### config.mk
export PLATFORM = sky130hd
export DESIGN_NAME = order_gate
export DESIGN_NICKNAME = d
export VERILOG_FILES = /design/src/rtl/strat_pkg.sv /design/src/rtl/order_gate_risk.sv /design/src/rtl/order_gate.sv
export SDC_FILE = /design/constraint.sdc
export NUM_CORES = 1
export LEC_CHECK = 0
export ABC_CLOCK_PERIOD_IN_PS = 12250
export BUFFER_PORTS_ARGS = -buffer_cell sky130_fd_sc_hd__clkbuf_2
export CORE_MARGIN = 2
export CORE_UTILIZATION = 37
export DETAILED_ROUTE_END_ITERATION = 8
export GPL_TIMING_DRIVEN = 0
export PLACE_DENSITY = 0.59
export SYNTH_ARGS = -nofsm -noshare
export SYNTH_HDL_FRONTEND = slang
export SYNTH_SLANG_ARGS = --single-unit
### constraint.sdc
create_clock -name clk -period 12.25 [get_ports clk]
set_input_delay 0.6125 -clock clk [delete_from_list [all_inputs] [get_ports clk]]
set_output_delay 0.6125 -clock clk [all_outputs]
set_load 0.02 [all_outputs]
### src/rtl/strat_pkg.sv
// Shared strategy-path definitions: FSM state type, side encoding and
// default widths used by order_gate and its risk check.
package strat_pkg;

  localparam int DEF_W        = 32;
  localparam int DEF_QTY_W    = 16;
  localparam int DEF_POS_W    = 24;
  localparam int DEF_COOLDOWN = 8;

  localparam logic SIDE_BUY  = 1'b1;
  localparam logic SIDE_SELL = 1'b0;

  typedef enum logic [1:0] {
    IDLE,
    OFFER,
    COOL
  } gate_state_t;

endpackage

### src/rtl/order_gate_risk.sv
// Combinational position-limit check for a candidate order.
// Arithmetic is carried one bit wider than the position so that the
// candidate position can never wrap before it is compared to the bound.
module order_gate_risk
  import strat_pkg::*;
#(
  parameter int QTY_W = DEF_QTY_W,
  parameter int POS_W = DEF_POS_W
) (
  input  logic signed [POS_W-1:0] position,
  input  logic                    side,
  input  logic [QTY_W-1:0]        order_qty,
  input  logic [POS_W-2:0]        pos_limit,
  output logic                    pass
);

  logic signed [POS_W:0] pos_ext;
  logic signed [POS_W:0] qty_ext;
  logic signed [POS_W:0] lim_ext;

  assign pos_ext = {position[POS_W-1], position};
  assign qty_ext = signed'((POS_W+1)'(order_qty));
  assign lim_ext = {2'b00, pos_limit};

  // Buy must stay at or below +limit, sell at or above -limit.
  always_comb begin
    pass = 1'b0;
    if (side == SIDE_BUY) begin
      pass = (pos_ext + qty_ext) <= lim_ext;
    end else begin
      pass = (pos_ext - qty_ext) >= -lim_ext;
    end
  end

endmodule

### src/rtl/order_gate.sv
// Order gate: turns strategy buy/sell decisions into single downstream
// orders, enforcing a position limit, a valid/ready handshake and a
// post-order cooldown. Define ORDER_GATE_STATS_EN to build the saturating
// drop counter; without it drop_cnt reads as zero and no counter exists.
module order_gate
  import strat_pkg::*;
#(
  parameter int W        = DEF_W,
  parameter int QTY_W    = DEF_QTY_W,
  parameter int POS_W    = DEF_POS_W,
  parameter int COOLDOWN = DEF_COOLDOWN
) (
  input  logic                    clk,
  input  logic                    rst,
  input  logic                    in_valid,
  input  logic                    buy,
  input  logic                    sell,
  input  logic [W-1:0]            bid_px0,
  input  logic [W-1:0]            ask_px0,
  input  logic [QTY_W-1:0]        order_qty,
  input  logic [POS_W-2:0]        pos_limit,
  input  logic                    enable,
  output logic                    ord_valid,
  input  logic                    ord_ready,
  output logic                    ord_side,
  output logic [W-1:0]            ord_px,
  output logic [QTY_W-1:0]        ord_qty,
  output logic signed [POS_W-1:0] position,
  output logic                    busy,
  output logic [15:0]             drop_cnt
);

  localparam int CNT_W = (COOLDOWN > 1) ? $clog2(COOLDOWN) : 1;
  localparam logic [CNT_W-1:0] COOL_LOAD =
    (COOLDOWN > 0) ? CNT_W'(COOLDOWN - 1) : '0;

  gate_state_t             state;
  logic [CNT_W-1:0]        cool_cnt;
  logic                    risk_pass;
  logic                    accept;
  logic signed [POS_W-1:0] qty_pos;

  order_gate_risk #(
    .QTY_W (QTY_W),
    .POS_W (POS_W)
  ) u_risk (
    .position  (position),
    .side      (buy),
    .order_qty (order_qty),
    .pos_limit (pos_limit),
    .pass      (risk_pass)
  );

  // A decision is taken only when idle, armed, unambiguous and within limits.
  assign accept  = in_valid && enable && (buy ^ sell) && risk_pass && (state == IDLE);
  assign qty_pos = signed'(POS_W'(ord_qty));
  assign busy    = (state != IDLE);

  // Main FSM: latch the order, hold it until accepted, then cool down.
  always_ff @(posedge clk or posedge rst) begin
    if (rst) begin
      state     <= IDLE;
      ord_valid <= 1'b0;
      ord_side  <= SIDE_SELL;
      ord_px    <= '0;
      ord_qty   <= '0;
      position  <= '0;
      cool_cnt  <= '0;
    end else begin
      case (state)
        IDLE: begin
          if (accept) begin
            ord_side  <= buy ? SIDE_BUY : SIDE_SELL;
            ord_px    <= buy ? ask_px0 : bid_px0;
            ord_qty   <= order_qty;
            ord_valid <= 1'b1;
            state     <= OFFER;
          end
        end
        OFFER: begin
          if (ord_ready) begin
            ord_valid <= 1'b0;
            position  <= (ord_side == SIDE_BUY) ? position + qty_pos
                                                : position - qty_pos;
            if (COOLDOWN > 0) begin
              state    <= COOL;
              cool_cnt <= COOL_LOAD;
            end else begin
              state <= IDLE;
            end
          end
        end
        COOL: begin
          if (cool_cnt == '0) begin
            state <= IDLE;
          end else begin
            cool_cnt <= cool_cnt - 1'b1;
          end
        end
        default: begin
          state     <= IDLE;
          ord_valid <= 1'b0;
        end
      endcase
    end
  end

`ifdef ORDER_GATE_STATS_EN
  logic        drop_evt;
  logic [15:0] drop_q;

  // Any real decision that does not become an order is a drop.
  assign drop_evt = in_valid && (buy || sell) && !accept;
  assign drop_cnt = drop_q;

  // Saturating drop counter.
  always_ff @(posedge clk or posedge rst) begin
    if (rst) begin
      drop_q <= '0;
    end else if (drop_evt && (drop_q != 16'hFFFF)) begin
      drop_q <= drop_q + 16'd1;
    end
  end
`else
  assign drop_cnt = '0;
`endif

endmodule

==> summary.txt, run 1 <==
Setup path
  • Classification of the worst setup path: reg -> reg
  • Critical Path End Type: flop
  • Required time at the worst-slack endpoint: 12,470 ps
  • CP Launch Point: position[0]
  • Max FO, Critical Path: 10
  • Origin of the critical flop-to-flop path: position[0]
  • Type of origin of the critical path: flop
  • Critical path data arrival time: roughly 6500 ps

Synthesis
  • Syn avg cell area: around 9.0 um^2
  • Yosys Warn Count: 0
  • Most area-consuming cells after synthesis: sky130_fd_sc_hd__dfrtp_1 (23%), sky130_fd_sc_hd__ha_1 (16%), sky130_fd_sc_hd__mux2_4 (8.2%)
  • Post-synth EDFFs: 0
  • Synthesized instance count: 943
  • Cell with the most instances after synthesis: sky130_fd_sc_hd__ha_1
  • Dominant cell type by area after synthesis: sky130_fd_sc_hd__dfrtp_1
  • Share of the yosys chip area belonging to registers: around a quarter
  • Count of unique library cells instantiated by Yosys: 70
  • Top cell type's share of synthesized area: about a quarter
  • #FFs+latches synth: 79
  • Post-synthesis instance area: roughly 8500 um^2
  • Prevailing post-synth register cell: sky130_fd_sc_hd__dfrtp_1
  • Post-synth top cells: sky130_fd_sc_hd__ha_1 (107), sky130_fd_sc_hd__dfrtp_1 (79), sky130_fd_sc_hd__nor2_1 (77), sky130_fd_sc_hd__inv_1 (75), sky130_fd_sc_hd__nand2_1 (62)
  • Synth async-reset ratio: 100%

Cells and area
  • Synthesis-to-layout area growth: 19.2%
  • Number of filler cells placed in the layout: 2,207
  • Fraction of final layout cells with drive strength greater than 1: 27.6%
  • Antenna diode instance count: 0
  • Non-filler instance count after layout: 1,442
  • Post-layout net count: 1,373

Hold path
  • Class of the worst hold path: in -> async

STA
  • Post-route clock period utilization: 51.3%
  • TNS Setup: 0 ps
  • Final setup viols: 0
  • Final number of max-transition violations: 0
  • Number of hold violations in the final report: 0
  • Final critical path time including I/O delays and setup: 6280 ps
  • Worst-case setup margin in the final layout: 5970 ps
  • Peak clock frequency supported by timing: 159 MHz
  • Final Skew: around 8.4 ps
  • Transition time at the pin with the least slew margin: 962 ps
  • Slew headroom: 35.0%
  • RSZ-0062 raised after global routing: false

Power and ir drop
  • Power density relative to cell area: 274 nW/um^2
  • VDD IR max: 0.0996 mV
  • Total power of the final layout: 2.76 mW
  • Leakage power of the design: 5.06 nW

Run
  • Max capacitance violation total: 0

CTS
  • Max H-tree Level: 3
  • Clock slew at the register clock pins of the worst setup and hold paths: roughly 60 ps
  • Number of sinks handled by clock tree synthesis: 79
  • Master cell of the clock root buffer: sky130_fd_sc_hd__clkbuf_16
  • Clock network latency to the later pin of the worst-skew pair: 340 ps
  • Number of setup buffers added after CTS: 0
  • Number of buffers inserted during clock tree synthesis: 9
  • Gates resized, CTS repair: 0
  • Clk buf depth: 2
  • Hold-fix buffer count after cts: 0
  • TritonCTS clock tree: done

Placed design
  • Placed wire-length estimate after detailed placement: approximately 19 mm
  • Post-placement cell count: 1,427
  • I/O Buffers: 183
  • Last weighted congestion value of the routability-driven placer: ~0.85
  • Pre-CTS setup slack: ~5800 ps

Global routing
  • Via count of the first global-routing pass: 7,354
  • Total routing usage reported by global routing: 19.2%
  • GRT Residual Overflow: 0
  • Antenna violations before repair: 0
  • Maximum number of pins on one net before global-route repair: 46
  • First-pass GRT wire length: 36.8 mm

Detailed routing
  • DRT antenna net count: 0
  • Post-route DRC: 0
  • Average detailed-routed wire length per instance: 15.9 um
  • Drt first pass iters: 5
  • First-iteration detailed-routing DRC count: 314
  • Total wirelength of the detailed-routed design: 22.9 mm
  • Vias after detailed routing: ~7,300
  • Via density per instance: ~5

Floorplan
  • Number of top-level pins: 201
  • Core box area: 22,500 um^2
  • Area enclosed by the die boundary: 24,100 um^2
  • Initial standard-cell utilization of the core: 37.6%
  • Vert. Die Dim: 155 um
  • Cell Rows: 55
  • Die boundary width: 155 um

Status
  • Status: finished, final reports clean
[critical path, stage by stage (launching register included)]
cell,delay (ps)
sky130_fd_sc_hd__dfrtp_1,420
sky130_fd_sc_hd__inv_1,100
sky130_fd_sc_hd__ha_1,160
sky130_fd_sc_hd__inv_1,50
sky130_fd_sc_hd__fa_1,400
sky130_fd_sc_hd__a21o_1,190
sky130_fd_sc_hd__a21oi_1,210
sky130_fd_sc_hd__o21bai_1,110
sky130_fd_sc_hd__a2111oi_0,590
sky130_fd_sc_hd__or3_1,230
sky130_fd_sc_hd__a31oi_1,150
sky130_fd_sc_hd__a31o_2,320
sky130_fd_sc_hd__o41ai_1,220
sky130_fd_sc_hd__o21ai_0,180
sky130_fd_sc_hd__ha_1,340
sky130_fd_sc_hd__a21o_1,180
sky130_fd_sc_hd__a21oi_1,130
sky130_fd_sc_hd__nor2b_1,60
sky130_fd_sc_hd__o21ai_0,150
sky130_fd_sc_hd__a21boi_0,110
sky130_fd_sc_hd__o21a_1,170
sky130_fd_sc_hd__o41ai_1,830
sky130_fd_sc_hd__a221oi_4,240
sky130_fd_sc_hd__buf_6,260
sky130_fd_sc_hd__mux2_4,310
[final timing paths]
kind | end | slack, ps | cells after the start
min in group clk | ord_valid | 480 | 1
max in group asynchronous | ord_qty[8] | 11370 | 3
min reg2reg | ord_valid | 480 | 1
max | ord_qty[10] | 5970 | 24
min | ord_side | 290 | 2
max reg2reg | ord_qty[10] | 5970 | 24
[routing by layer]
| layer | global-route usage [%] | vias up | wire, um |
|---|---|---|---|
| met5 | 0 | - | 0 |
| met1 | 25.2 | 3366 | 10400 |
| met4 | 5.91 | 0 | 528 |
| met2 | 33.1 | 197 | 10900 |
| met3 | 2.28 | 31 | 1080 |
| li1 | - | 3734 | - |
[metrics by stage]
stage	hold WS (ps)	instance area, um^2	utilization, %
floorplan	484	8510	-
global placement	463	9780	43.5
CTS	299	10100	44.8
global route	329	10100	44.8
finish	286	10100	44.8
detailed placement	470	9810	43.6
[kinds of logic (layout without fill, tap and decap cells)]
kind of cell    after synthesis  in the layout  synth area share [%]
flops                        79             79                  23.4
simple gates                254            254                  14.9
compound gates              206            206                  16.1
buf+inv                     118            317                  6.45
fa+ha+maj                   110            110                  16.5
other cells                   1             16                0.0444
mux                          81             81                  12.8
xor+xnor                     94             94                  9.74
[report_power, final]
group	switching, mW	total, mW	internal, mW	leakage, nW
Clock	0.109	0.244	0.135	0.127
Combinational	1.10	1.98	0.878	3.98
Sequential	0.151	0.538	0.387	0.952
[area by class of cell]
class	count	area [um^2]	area share (%)
Buffer	43	264	2.62
Clock buffer	9	225	2.24
Clock inverter	6	38.8	0.385
Inverter	75	284	2.82
Multi-Input combinational cell	761	5990	59.4
Sequential cell	79	1980	19.6
Tap cell	285	357	3.54
Timing Repair Buffer	184	943	9.36
[registers in the layout, indices dropped and copies added (netlist names)]
register	count
state	2
ord_valid	1
cool_cnt	3
ord_qty	16
position	24
ord_side	1
ord_px	32
[cell usage in the layout (no fill, tap or decap), types with 5 or more instances in the layout]
cell type,instances
sky130_fd_sc_hd__o21ai_0,51
sky130_fd_sc_hd__nand2_1,62
sky130_fd_sc_hd__a21o_1,23
sky130_fd_sc_hd__buf_6,5
sky130_fd_sc_hd__nor2_1,77
sky130_fd_sc_hd__nand3_1,11
sky130_fd_sc_hd__mux2_4,46
sky130_fd_sc_hd__xor2_1,37
sky130_fd_sc_hd__mux2_2,33
sky130_fd_sc_hd__clkbuf_2,183
sky130_fd_sc_hd__clkbuf_16,9
sky130_fd_sc_hd__a211o_1,6
sky130_fd_sc_hd__o21a_1,8
sky130_fd_sc_hd__or3_1,10
sky130_fd_sc_hd__or4_1,5
sky130_fd_sc_hd__buf_4,16
sky130_fd_sc_hd__nor2b_1,7
sky130_fd_sc_hd__a211oi_1,6
sky130_fd_sc_hd__o21bai_1,8
sky130_fd_sc_hd__nor3_1,21
sky130_fd_sc_hd__conb_1,16
sky130_fd_sc_hd__dfrtp_1,79
sky130_fd_sc_hd__nor4_1,8
sky130_fd_sc_hd__a21oi_1,55
sky130_fd_sc_hd__xnor2_1,57
sky130_fd_sc_hd__a31oi_1,6
sky130_fd_sc_hd__nand2b_1,10
sky130_fd_sc_hd__nand4_1,10
sky130_fd_sc_hd__ha_1,107
sky130_fd_sc_hd__inv_1,74
sky130_fd_sc_hd__clkbuf_1,17
No activity file was read; power rests on OpenSTA's default activity.
==> inputs of run 2 (changes only) <==
Settings changed: ABC_CLOCK_PERIOD_IN_PS 12250 to 6470.
Clock period 12.25 ns to 6.47 ns, I/O delays scaled along.
==> run 2 against run 1 <==
Effect of this change:
- the run now ends with negative hold slack left
- fmax is 4.8% higher
- combinational power is 89% higher
- clock skew hardly changed
- clock power is 89% higher
- setup slack worse by 5500 ps
- power is 90% higher
- highest routed layer unchanged
- sequential power is 90% higher
- critical path depth stayed put
- cell count stayed put
- global-route usage stayed put
==> summary.txt, run 2 (synthesis results as in run 1) <==
Status
  • Status: complete, but fails checks
  • Violated checks: negative hold slack

CTS
  • Clock slew at the register clock pins of the worst setup and hold paths: 60 ps (about the same)
  • Hold-fix buffer count after cts: 0 (unchanged)
  • Master cell of the clock root buffer: sky130_fd_sc_hd__clkbuf_16
  • Number of setup buffers added after CTS: 0 (unchanged)
  • Clk buf depth: 2 (unchanged)
  • TritonCTS clock tree: done
  • Number of sinks handled by clock tree synthesis: 79 (unchanged)
  • Max H-tree Level: 3 (unchanged)
  • Clock network latency to the later pin of the worst-skew pair: 340 ps (about the same)
  • Number of buffers inserted during clock tree synthesis: 9 (unchanged)

Floorplan
  • Die boundary width: 155 um (unchanged)
  • Cell Rows: 55 (unchanged)
  • Number of top-level pins: 201 (unchanged)
  • Core box area: 22,500 um^2 (unchanged)
  • Initial standard-cell utilization of the core: 37.6% (unchanged)
  • Vert. Die Dim: 155 um (unchanged)
  • Area enclosed by the die boundary: 24,100 um^2 (unchanged)

Detailed routing
  • Total wirelength of the detailed-routed design: 22.9 mm (about the same)
  • Max Used Layer: met4
  • Amount of wire on met2 after detailed routing: 10.9 mm (+0.26%)
  • Vias after detailed routing: 7,352 (+0.33%)
  • Drt first pass iters: 5 (unchanged)
  • Met1 wire length: 10.3 mm (-0.84%)
  • Via density per instance: 5.10 (+0.33%)
  • Average detailed-routed wire length per instance: 15.9 um (about the same)
  • Post-route DRC: 0 (unchanged)
  • First-iteration detailed-routing DRC count: 281 (-11%)
  • Met3 wire length: 1.13 mm (+4.8%)
  • DRT antenna net count: 0 (unchanged)

Placed design
  • Placed wire-length estimate after detailed placement: 19.1 mm (unchanged)
  • Post-placement cell count: 1,427 (unchanged)
  • Last weighted congestion value of the routability-driven placer: 0.847 (unchanged)
  • I/O Buffers: 183 (unchanged)

STA
  • TNS Setup: 0 ps (unchanged)
  • Slew headroom: 34.2% (-0.82 points)
  • Final number of max-transition violations: 0 (unchanged)
  • Final Skew: 8.67 ps (+0.240 ps)
  • Number of hold violations in the final report: 1 (+1)
  • Peak clock frequency supported by timing: 167 MHz (+4.8%)
  • Final critical path time including I/O delays and setup: 5990 ps (-290 ps)
  • Final hold slack: -3.00 ps (-289 ps)
  • Transition time at the pin with the least slew margin: 984 ps (+21.3 ps)
  • Post-route clock period utilization: 92.6% (+41 points)
  • Final setup viols: 0 (unchanged)
  • RSZ-0062 raised after global routing: false

Global routing
  • Maximum number of pins on one net before global-route repair: 46 (unchanged)
  • Via count of the first global-routing pass: 7,354 (unchanged)
  • First-pass GRT wire length: 36.8 mm (unchanged)
  • Antenna violations before repair: 0 (unchanged)
  • GRT Residual Overflow: 0 (unchanged)
  • Total routing usage reported by global routing: 19.2% (unchanged)

Setup path
  • Type of origin of the critical path: flop
  • Max FO, Critical Path: 10 (unchanged)
  • Critical path data arrival time: 6210 ps (-290 ps)
  • Required time at the worst-slack endpoint: 6690 ps (-5780 ps)
  • Critical Path End Type: flop
  • Classification of the worst setup path: reg -> reg

Cells and area
  • Most used cells in the layout excluding fill and tap cells: sky130_fd_sc_hd__clkbuf_2 (183), sky130_fd_sc_hd__ha_1 (107), sky130_fd_sc_hd__dfrtp_1 (79)
  • Synthesis-to-layout area growth: 19.3% (about the same)
  • Register bank with the most flops: ord_px
  • Flip-flop count of the largest register after layout: 32 (unchanged)
  • Non-filler instance count after layout: 1,442 (unchanged)
  • Post-layout net count: 1,373 (unchanged)
  • Multi-input combinational cell area: 5990 um^2 (+0.13%)
  • Antenna diode instance count: 0 (unchanged)
  • Registers with the most flip-flops: ord_px (32), position (24), ord_qty (16)
  • Sequential cell area: 1980 um^2 (unchanged)
  • Number of filler cells placed in the layout: 2,207 (unchanged)
  • Fraction of final layout cells with drive strength greater than 1: 27.7% (+0.086 points)
  • Most common cell after layout, fill and taps aside: sky130_fd_sc_hd__clkbuf_2

Power and ir drop
  • Leakage power of the design: 5.06 nW (about the same)
  • Net Sw Power: 2.58 mW (+90%)
  • Sequential group share of total power: 19.5% (about the same)
  • Clock network power share: 8.8% (about the same)
  • Power density relative to cell area: 519 nW/um^2 (+89%)
  • VDD IR max: 0.189 mV (+89%)
  • Portion of total power attributed to combinational logic: 71.7% (about the same)
  • Power Internal: 2.66 mW (+90%)
  • Switching power share of the total: 49.3% (about the same)
  • Total power of the final layout: 5.23 mW (+90%)

Hold path
  • Class of the worst hold path: in -> async

Run
  • Max capacitance violation total: 0 (unchanged)
-- run 2: metrics by stage --
stage | cell area, um^2 | worst slack (ps) | util (%)
after floorplan | 8510 | 1150 | -
after global placement | 9780 | 256 | 43.5
after detailed placement | 9810 | 255 | 43.6
after CTS | 10100 | 213 | 44.8
after global routing | 10100 | 62.5 | 44.8
final | 10100 | 481 | 44.8
-- run 2: path summary, 6_finish.rpt --
check,from,to,slack [ps],cells after the start
worst max-delay path,position[0],ord_qty[10],480,24
worst min-delay path,rst,ord_side,-3,2
worst max register to register,position[0],ord_qty[10],480,24
worst min register to register,ord_valid,ord_valid,480,1
max in group asynchronous,rst,ord_qty[8],5890,3
min in group clk,order_qty[7],ord_qty[7],260,2
-- run 2: power by group through the flow --
stage	Sequential, mW	Clock, mW	Combinational (mW)
final	1.02	0.462	3.75
after global routing	1.06	0.492	4.21
after global placement	1.02	0	3.70
after floorplan	1.22	0	2.59
after detailed placement	1.01	0	3.75
after CTS	1.02	0.474	3.77
-- run 2: repair_timing --
action / 4_1_cts / 5_1_grt
hold endpoints to repair: 0 / 0
gates resized for setup: 0 / 1
endpoints found under the setup margin: 0 / 50
-- run 2: critical path, stage by stage, from the launching register on --
cell and delay (ps):
sky130_fd_sc_hd__dfrtp_1 420, sky130_fd_sc_hd__inv_1 110, sky130_fd_sc_hd__ha_1 160, sky130_fd_sc_hd__inv_1 50, sky130_fd_sc_hd__fa_1 400, sky130_fd_sc_hd__a21o_1 190, sky130_fd_sc_hd__a21oi_1 210, sky130_fd_sc_hd__o21bai_1 110
sky130_fd_sc_hd__a2111oi_0 590, sky130_fd_sc_hd__or3_1 230, sky130_fd_sc_hd__a31oi_1 150, sky130_fd_sc_hd__a31o_2 330, sky130_fd_sc_hd__o41ai_1 220, sky130_fd_sc_hd__o21ai_0 180, sky130_fd_sc_hd__ha_1 340, sky130_fd_sc_hd__a21o_1 180
sky130_fd_sc_hd__a21oi_1 130, sky130_fd_sc_hd__nor2b_1 60, sky130_fd_sc_hd__o21ai_0 150, sky130_fd_sc_hd__a21boi_0 110, sky130_fd_sc_hd__o21a_1 190, sky130_fd_sc_hd__o41ai_2 570, sky130_fd_sc_hd__a221oi_4 220, sky130_fd_sc_hd__buf_6 240
sky130_fd_sc_hd__mux2_4 310
-- run 2: layer usage --
metal	vias up	global-route usage (%)
li1	3731	-
met1	3377	25.2
met2	210	33.1
met3	34	2.28
met4	0	5.91
met5	-	0
-- run 2: cell type report --
| type | count | area share [%] |
|---|---|---|
| tap | 285 | 3.54 |
| multi-input combinational | 761 | 59.4 |
| inverter | 75 | 2.82 |
| clock inverter | 6 | 0.385 |
| buffer | 43 | 2.62 |
| sequential | 79 | 19.6 |
| clock buffer | 9 | 2.23 |
| timing repair buffer | 184 | 9.36 |
